===== src/rtl/smart_scale_seq_if.sv =====
// Handshake/bus bundle for the smart_scale_seq BMI classifier.
// The master side is the load-cell sampler plus the report logic; the slave side is the classifier.
interface smart_scale_seq_if #(
    parameter int WW = 9,
    parameter int HW = 8
);
    logic          start;
    logic [HW-1:0] height;
    logic          sample_valid;
    logic [WW-1:0] weight;
    logic          busy;
    logic [9:0]    bmi10;
    logic          underweight;
    logic          normal_bmi;
    logic          overweight;
    logic          err;
    logic          result_valid;
    logic          result_ready;

    modport master (
        output start, height, sample_valid, weight, result_ready,
        input  busy, bmi10, underweight, normal_bmi, overweight, err, result_valid
    );

    modport slave (
        input  start, height, sample_valid, weight, result_ready,
        output busy, bmi10, underweight, normal_bmi, overweight, err, result_valid
    );
endinterface


===== src/rtl/smart_scale_seq.sv =====
// Sequential BMI classifier. It waits for a stable window of weight samples and
// averages it. BMI x10 = avg*100000 / h^2 comes from a one-bit-per-cycle restoring
// divider. The result is classified and held on a valid/ready handshake.
module smart_scale_seq #(
    parameter int WW        = 9,
    parameter int HW        = 8,
    parameter int NAVG_LOG2 = 2,
    parameter int TOL       = 2,
    parameter int HMIN      = 50,
    parameter int UNDER_T   = 185,
    parameter int OVER_T    = 250
) (
    input  logic              clk,
    input  logic              rst_n,
    smart_scale_seq_if.slave  bus
);
    localparam int QW = WW + 17;           // dividend width: avg * 100000
    localparam int DW = 2 * HW;            // divisor width: h * h
    localparam int AW = WW + NAVG_LOG2;    // accumulator width, cannot overflow
    localparam int CW = NAVG_LOG2 + 1;     // window count width
    localparam int SW = $clog2(QW + 2);    // divide step counter width

    localparam logic [1:0] S_IDLE    = 2'd0;
    localparam logic [1:0] S_COLLECT = 2'd1;
    localparam logic [1:0] S_DIVIDE  = 2'd2;
    localparam logic [1:0] S_DONE    = 2'd3;

    localparam logic [QW-1:0] SCALE   = QW'(100000);
    localparam logic [HW-1:0] HMIN_V  = HW'(HMIN);
    localparam logic [WW-1:0] TOL_V   = WW'(TOL);
    localparam logic [9:0]    UNDER_V = 10'(UNDER_T);
    localparam logic [9:0]    OVER_V  = 10'(OVER_T);
    localparam logic [CW-1:0] WIN     = CW'(1 << NAVG_LOG2);
    localparam logic [SW-1:0] ST_LAST = SW'(QW);      // final divider iteration
    localparam logic [SW-1:0] ST_CLS  = SW'(QW + 1);  // classify step

    logic [1:0]    state_q;
    logic [HW-1:0] h_q;
    logic [WW-1:0] ref_q;
    logic [AW-1:0] sum_q;
    logic [CW-1:0] cnt_q;
    logic [SW-1:0] step_q;
    logic [QW-1:0] quo_q;
    logic [DW-1:0] rem_q;
    logic [DW-1:0] div_q;
    logic [9:0]    bmi_q;
    logic          under_q, normal_q, over_q, err_q, rv_q;

    // Window tracking: the deviation is measured against the window's first sample.
    logic [WW-1:0] diff;
    logic          in_tol;
    logic [WW-1:0] ref_nxt;
    logic [AW-1:0] sum_nxt;
    logic [CW-1:0] cnt_nxt;

    always_comb begin
        diff    = (bus.weight >= ref_q) ? (bus.weight - ref_q) : (ref_q - bus.weight);
        in_tol  = (cnt_q != '0) && (diff <= TOL_V);
        ref_nxt = ref_q;
        sum_nxt = AW'(bus.weight);
        cnt_nxt = CW'(1);
        if (in_tol) begin
            sum_nxt = sum_q + AW'(bus.weight);
            cnt_nxt = cnt_q + 1'b1;
        end else begin
            ref_nxt = bus.weight;
        end
    end

    // Divider operands and one restoring iteration: shift in the next dividend bit,
    // then subtract the divisor when it fits.
    logic [WW-1:0] avg;
    logic [QW-1:0] dividend;
    logic [DW-1:0] hsq;
    logic [DW:0]   rem_sh;
    logic          ge;
    logic [DW-1:0] rem_nxt;
    logic [9:0]    bmi_sat;

    always_comb begin
        avg      = WW'(sum_q >> NAVG_LOG2);
        dividend = QW'(avg) * SCALE;
        hsq      = DW'(h_q) * DW'(h_q);
        rem_sh   = {rem_q, quo_q[QW-1]};
        ge       = (rem_sh >= {1'b0, div_q});
        rem_nxt  = ge ? DW'(rem_sh - {1'b0, div_q}) : rem_sh[DW-1:0];
        bmi_sat  = (|quo_q[QW-1:10]) ? 10'd1023 : quo_q[9:0];
    end

    // Session FSM. Results land only at classify or on the height-error path,
    // so a reset mid-session can never leak a partial value.
    always_ff @(posedge clk or negedge rst_n) begin
        if (!rst_n) begin
            state_q  <= S_IDLE;
            h_q      <= '0;
            ref_q    <= '0;
            sum_q    <= '0;
            cnt_q    <= '0;
            step_q   <= '0;
            quo_q    <= '0;
            rem_q    <= '0;
            div_q    <= '0;
            bmi_q    <= '0;
            under_q  <= 1'b0;
            normal_q <= 1'b0;
            over_q   <= 1'b0;
            err_q    <= 1'b0;
            rv_q     <= 1'b0;
        end else begin
            case (state_q)
                S_IDLE: begin
                    if (bus.start) begin
                        if (bus.height < HMIN_V) begin
                            bmi_q    <= '0;
                            under_q  <= 1'b0;
                            normal_q <= 1'b0;
                            over_q   <= 1'b0;
                            err_q    <= 1'b1;
                            rv_q     <= 1'b1;
                            state_q  <= S_DONE;
                        end else begin
                            h_q     <= bus.height;
                            sum_q   <= '0;
                            cnt_q   <= '0;
                            state_q <= S_COLLECT;
                        end
                    end
                end
                S_COLLECT: begin
                    if (bus.sample_valid) begin
                        ref_q <= ref_nxt;
                        sum_q <= sum_nxt;
                        cnt_q <= cnt_nxt;
                        if (cnt_nxt == WIN) begin
                            step_q  <= '0;
                            state_q <= S_DIVIDE;
                        end
                    end
                end
                S_DIVIDE: begin
                    if (step_q == '0) begin
                        quo_q  <= dividend;
                        rem_q  <= '0;
                        div_q  <= hsq;
                        step_q <= step_q + 1'b1;
                    end else if (step_q <= ST_LAST) begin
                        quo_q  <= {quo_q[QW-2:0], ge};
                        rem_q  <= rem_nxt;
                        step_q <= step_q + 1'b1;
                    end else if (step_q == ST_CLS) begin
                        bmi_q    <= bmi_sat;
                        under_q  <= (bmi_sat < UNDER_V);
                        over_q   <= (bmi_sat >= OVER_V);
                        normal_q <= (bmi_sat >= UNDER_V) && (bmi_sat < OVER_V);
                        err_q    <= 1'b0;
                        rv_q     <= 1'b1;
                        state_q  <= S_DONE;
                    end
                end
                S_DONE: begin
                    if (bus.result_ready) begin
                        rv_q    <= 1'b0;
                        state_q <= S_IDLE;
                    end
                end
                default: state_q <= S_IDLE;
            endcase
        end
    end

    assign bus.busy         = (state_q != S_IDLE);
    assign bus.bmi10        = bmi_q;
    assign bus.underweight  = under_q;
    assign bus.normal_bmi   = normal_q;
    assign bus.overweight   = over_q;
    assign bus.err          = err_q;
    assign bus.result_valid = rv_q;
endmodule

===== src/flat_wrapper.sv =====
// flat-port wrapper written by rule: the top's interface ports become plain ports
module smart_scale_seq_flat 
#(
    parameter int WW        = 9,
    parameter int HW        = 8,
    parameter int NAVG_LOG2 = 2,
    parameter int TOL       = 2,
    parameter int HMIN      = 50,
    parameter int UNDER_T   = 185,
    parameter int OVER_T    = 250
)
  (clk, rst_n, bus_start, bus_height, bus_sample_valid, bus_weight, bus_result_ready, bus_busy, bus_bmi10, bus_underweight, bus_normal_bmi, bus_overweight, bus_err, bus_result_valid);
  smart_scale_seq_if #(.WW(WW), .HW(HW)) bus_i ();
  input  logic clk;
  input  logic rst_n;
  input wire logic [$bits(bus_i.start)-1:0] bus_start;
  input wire logic [$bits(bus_i.height)-1:0] bus_height;
  input wire logic [$bits(bus_i.sample_valid)-1:0] bus_sample_valid;
  input wire logic [$bits(bus_i.weight)-1:0] bus_weight;
  input wire logic [$bits(bus_i.result_ready)-1:0] bus_result_ready;
  output wire logic [$bits(bus_i.busy)-1:0] bus_busy;
  output wire logic [$bits(bus_i.bmi10)-1:0] bus_bmi10;
  output wire logic [$bits(bus_i.underweight)-1:0] bus_underweight;
  output wire logic [$bits(bus_i.normal_bmi)-1:0] bus_normal_bmi;
  output wire logic [$bits(bus_i.overweight)-1:0] bus_overweight;
  output wire logic [$bits(bus_i.err)-1:0] bus_err;
  output wire logic [$bits(bus_i.result_valid)-1:0] bus_result_valid;
  assign bus_i.start = bus_start;
  assign bus_i.height = bus_height;
  assign bus_i.sample_valid = bus_sample_valid;
  assign bus_i.weight = bus_weight;
  assign bus_i.result_ready = bus_result_ready;
  assign bus_busy = bus_i.busy;
  assign bus_bmi10 = bus_i.bmi10;
  assign bus_underweight = bus_i.underweight;
  assign bus_normal_bmi = bus_i.normal_bmi;
  assign bus_overweight = bus_i.overweight;
  assign bus_err = bus_i.err;
  assign bus_result_valid = bus_i.result_valid;
  smart_scale_seq #(.WW(WW), .HW(HW), .NAVG_LOG2(NAVG_LOG2), .TOL(TOL), .HMIN(HMIN), .UNDER_T(UNDER_T), .OVER_T(OVER_T)) u_core (.clk(clk), .rst_n(rst_n), .bus(bus_i));
endmodule

===== config.mk =====
export PLATFORM = sky130hd
export DESIGN_NAME = smart_scale_seq_flat
export DESIGN_NICKNAME = d
export VERILOG_FILES = /design/src/rtl/smart_scale_seq_if.sv /design/src/rtl/smart_scale_seq.sv /design/src/flat_wrapper.sv
export SDC_FILE = /design/constraint.sdc
export NUM_CORES = 1
export LEC_CHECK = 0
export CORE_UTILIZATION = 40
export CTS_CLUSTER_SIZE = 30
export DETAILED_ROUTE_END_ITERATION = 8
export PLACE_DENSITY = 0.54
export SLEW_MARGIN = 10
export SYNTH_ARGS = -nofsm -noshare
export SYNTH_HDL_FRONTEND = slang
export SYNTH_SLANG_ARGS = --single-unit

===== constraint.sdc =====
create_clock -name clk -period 4.9 [get_ports clk]
set_input_delay 0.98 -clock clk [delete_from_list [all_inputs] [get_ports clk]]
set_output_delay 0.98 -clock clk [all_outputs]
set_load 0.03 [all_outputs]

==> impl_metrics.py <==
metrics = {
    "status": {
        "status": "completed",
    },
    "drt": {
        "drc": 0,
        "first_pass_iters": 4,
        "antenna_left": 0,
        "viasPerCell": 5.19,
        "routed_wirelength_microns": 21800,
        "wl_per_cell_microns": 14.5,
        "drt_iter0_drc": 367,
        "vias": 7827,
    },
    "synthesis": {
        "synth-adder-area-share": 0.258,
        "avgSynthCellArea_sq_um": 8.83,
        "synth_top_family_by_area": "adder cells",
        "synth-xor-area-share": 0.0424,
        "ys_seq_area_frac": 0.272,
        "synth_ff_type": "dfrtp_1",
        "synth_compound_area_frac": 0.172,
        "async_flop_share": 1.00,
        "syn_inst": 1147,
        "synth_simple_gate_area_frac": 0.143,
        "post_synth_num_cell_types": 63,
        "yosys_warnings": 0,
        "synth_area_sq_mm": 0.0101,
        "synth_fp_nets": 1351,
        "synth_edf_count": 0,
        "synth_seq_cells": 110,
        "synth_mux_area_frac": 0.0403,
    },
    "worst_setup_path": {
        "crit_path_end_kind": "flip-flop",
        "startpoint_type": "flip-flop",
        "path_class": "reg2reg",
        "worstReg2RegStart": "u_core.sum_q[4]",
        "reg2reg_depth": 17,
        "r2r_setup_slack_ns": 0.39,
        "required_ns": 5.19,
        "startpoint": "u_core.sum_q[4]",
        "r2r_end": "u_core.quo_q[24]",
        "arrival_ns": 4.79,
        "worstPathMaxFanout": 5,
    },
    "clock_tree": {
        "clk_pin_slew_ns": 0.09,
        "clock_sinks": 110,
        "numCtsBuffers": 9,
        "clock_latency_ns": 0.38,
        "cts_buffer_depth": 2,
        "post_cts_buffers": 0,
        "htree_levels": 3,
        "cts_tree": "built",
        "root_buffer": "clkbuf_16",
        "cts_hold_buf": 0,
    },
    "floorplanning": {
        "dieArea_sq_mm": 0.0259,
        "rows": 57,
        "start_util": 0.411,
        "die_y_microns": 161,
        "pin_count": 38,
        "die_w_microns": 161,
        "core-area_sq_mm": 0.0246,
    },
    "cells_and_area": {
        "nets": 1384,
        "drive_above_1_share": 0.0557,
        "utilization": 0.454,
        "syn_to_final_growth_pct": 10.4,
        "n_antenna_cell": 0,
    },
    "sta": {
        "finalSetupViolCount": 0,
        "skew_ns": 0.0201,
        "fin_crit_sh": 0.919,
        "slew_headroom": 0.394,
        "tightest_slew_ns": 0.906,
        "fmax_mhz": 222,
        "fin_setup_tns_ns": 0,
        "finalHoldViolCount": 0,
        "slew_viol_final": 0,
        "rsz0062_at_grt": "no",
        "min_period_ns": 4.51,
    },
    "global_routing": {
        "grt_pass1_vias": 7731,
        "antenna_found_initial": 0,
        "grt_pass1_wl_microns": 37900,
        "grt.overflow.total": 0,
        "grtUsageTotal": 0.179,
        "grt_max_degree": 46,
    },
    "place": {
        "hpwl_microns": 17100,
        "portBuffers": 37,
        "place.gp.congestion": 0.800,
    },
    "run": {
        "drv_cap": 0,
    },
    "min_path": {
        "hp-start": "u_core.bus.overweight",
        "worstHoldPathCells": 2,
        "whs_endpoint": "u_core.bus.overweight",
        "min_path_type": "reg2reg",
    },
}
[metal layers]
metal	GRT usage	wire (microns)
met1	0.259	11400
met2	0.282	9720
met3	0.0249	500
met4	0.0386	165
met5	0	0
[what timing repair did]
item | in CTS | in global routing
setup endpoints to repair | 0 | 5
endpoints found under the hold margin | 0 | 0
resized for setup | 0 | 8
[flip-flops by register name, summed over array words and instances, names as in the netlist]
name / cells
u_core.quo_q: 26
u_core.rem_q: 16
u_core.div_q: 15
u_core.sum_q: 11
u_core.bus.bmi10: 10
u_core.ref_q: 9
u_core.h_q: 8
u_core.step_q: 5
u_core.cnt_q: 3
u_core.state_q: 2
u_core.bus.err: 1
u_core.bus.normal_bmi: 1
u_core.bus.overweight: 1
u_core.bus.result_valid: 1
u_core.bus.underweight: 1
[critical path: stages, from the launching register on]
cell	delay, ns
dfrtp_1	0.46
ha_1	0.31
inv_1	0.06
fa_1	0.48
ha_1	0.30
inv_1	0.05
fa_1	0.52
inv_1	0.07
fa_1	0.45
a21o_1	0.21
a211oi_1	0.32
o21ai_0	0.18
a41oi_1	0.33
nor2b_1	0.11
o211ai_1	0.21
xnor2_1	0.14
nor2_1	0.05
o21ai_0	0.15
[stage by stage]
stage | std cells | hold WS, ns | instance area (sq um) | setup slack, ns
floorplan | 1147 | 0.450 | 10100 | 0.541
global placement | 1493 | 0.462 | 10900 | 0.177
detailed placement | 1493 | 0.470 | 10900 | 0.147
CTS | 1509 | 0.487 | 11200 | 0.111
global route | 1509 | 0.508 | 11200 | 0.00834
finish | 1509 | 0.478 | 11200 | 0.394
[cells in the mapped netlist (all sizes together) (12+ instances only)]
master / instances / area, sq um
nor3: 20 / 100
o22ai: 18 / 113
xnor2: 24 / 210
a21oi: 66 / 330
mux2i: 28 / 280
dfrtp: 110 / 2750
inv: 147 / 552
xor2: 25 / 219
and2: 22 / 138
fa: 45 / 901
nand2: 111 / 417
and3: 12 / 80.1
ha: 137 / 1710
a21o: 24 / 180
clkbuf: 26 / 97.6
o21ai: 96 / 480
nor2: 68 / 255
nand3: 13 / 65.1
[cell type report]
type,count,area (sq um)
clock buffer,10,239
clock inverter,6,43.8
fill,2438,13400
inverter,147,552
multi-input combinational,855,6660
sequential,110,2760
tap,324,405
timing repair buffer,57,518
[cell usage in the layout (no fill, tap or decap), types with 10 or more instances in the layout]
master / synthesis / layout
mux2_2: 10 / 10
o22ai_1: 18 / 18
ha_1: 137 / 137
xor2_1: 25 / 25
a21o_1: 24 / 24
nor3_1: 20 / 20
nand2_1: 111 / 111
o21ai_0: 96 / 96
inv_1: 147 / 147
and3_1: 11 / 11
a21oi_1: 66 / 66
nand3_1: 13 / 13
xnor2_1: 24 / 24
nand2b_1: 11 / 11
nor4_1: 11 / 11
buf_4: 0 / 21
fa_1: 45 / 45
mux2i_1: 28 / 28
and2_1: 22 / 22
clkdlybuf4s50_1: 0 / 36
dfrtp_1: 110 / 105
nor2_1: 68 / 68
[worst max-delay path by stage]
stage	end	slack [ns]	cells after the start
2_1_floorplan	u_core.div_q[15]	0.54	15
3_3_place_gp	u_core.quo_q[21]	0.18	17
3_5_place_dp	u_core.quo_q[21]	0.15	17
4_1_cts	u_core.quo_q[21]	0.11	17
5_1_grt	u_core.div_q[15]	0.008	15
6_report	u_core.quo_q[24]	0.39	17
[cell families after synthesis]
group	count (synthesis)
fa+ha+maj	182
xor+xnor	49
buf+inv	182
mux	39
flops	110
compound gates	280
simple gates	305
Power is not shown: default switching activity piles up to over one toggle a cycle in this logic, so the estimate is an artifact.
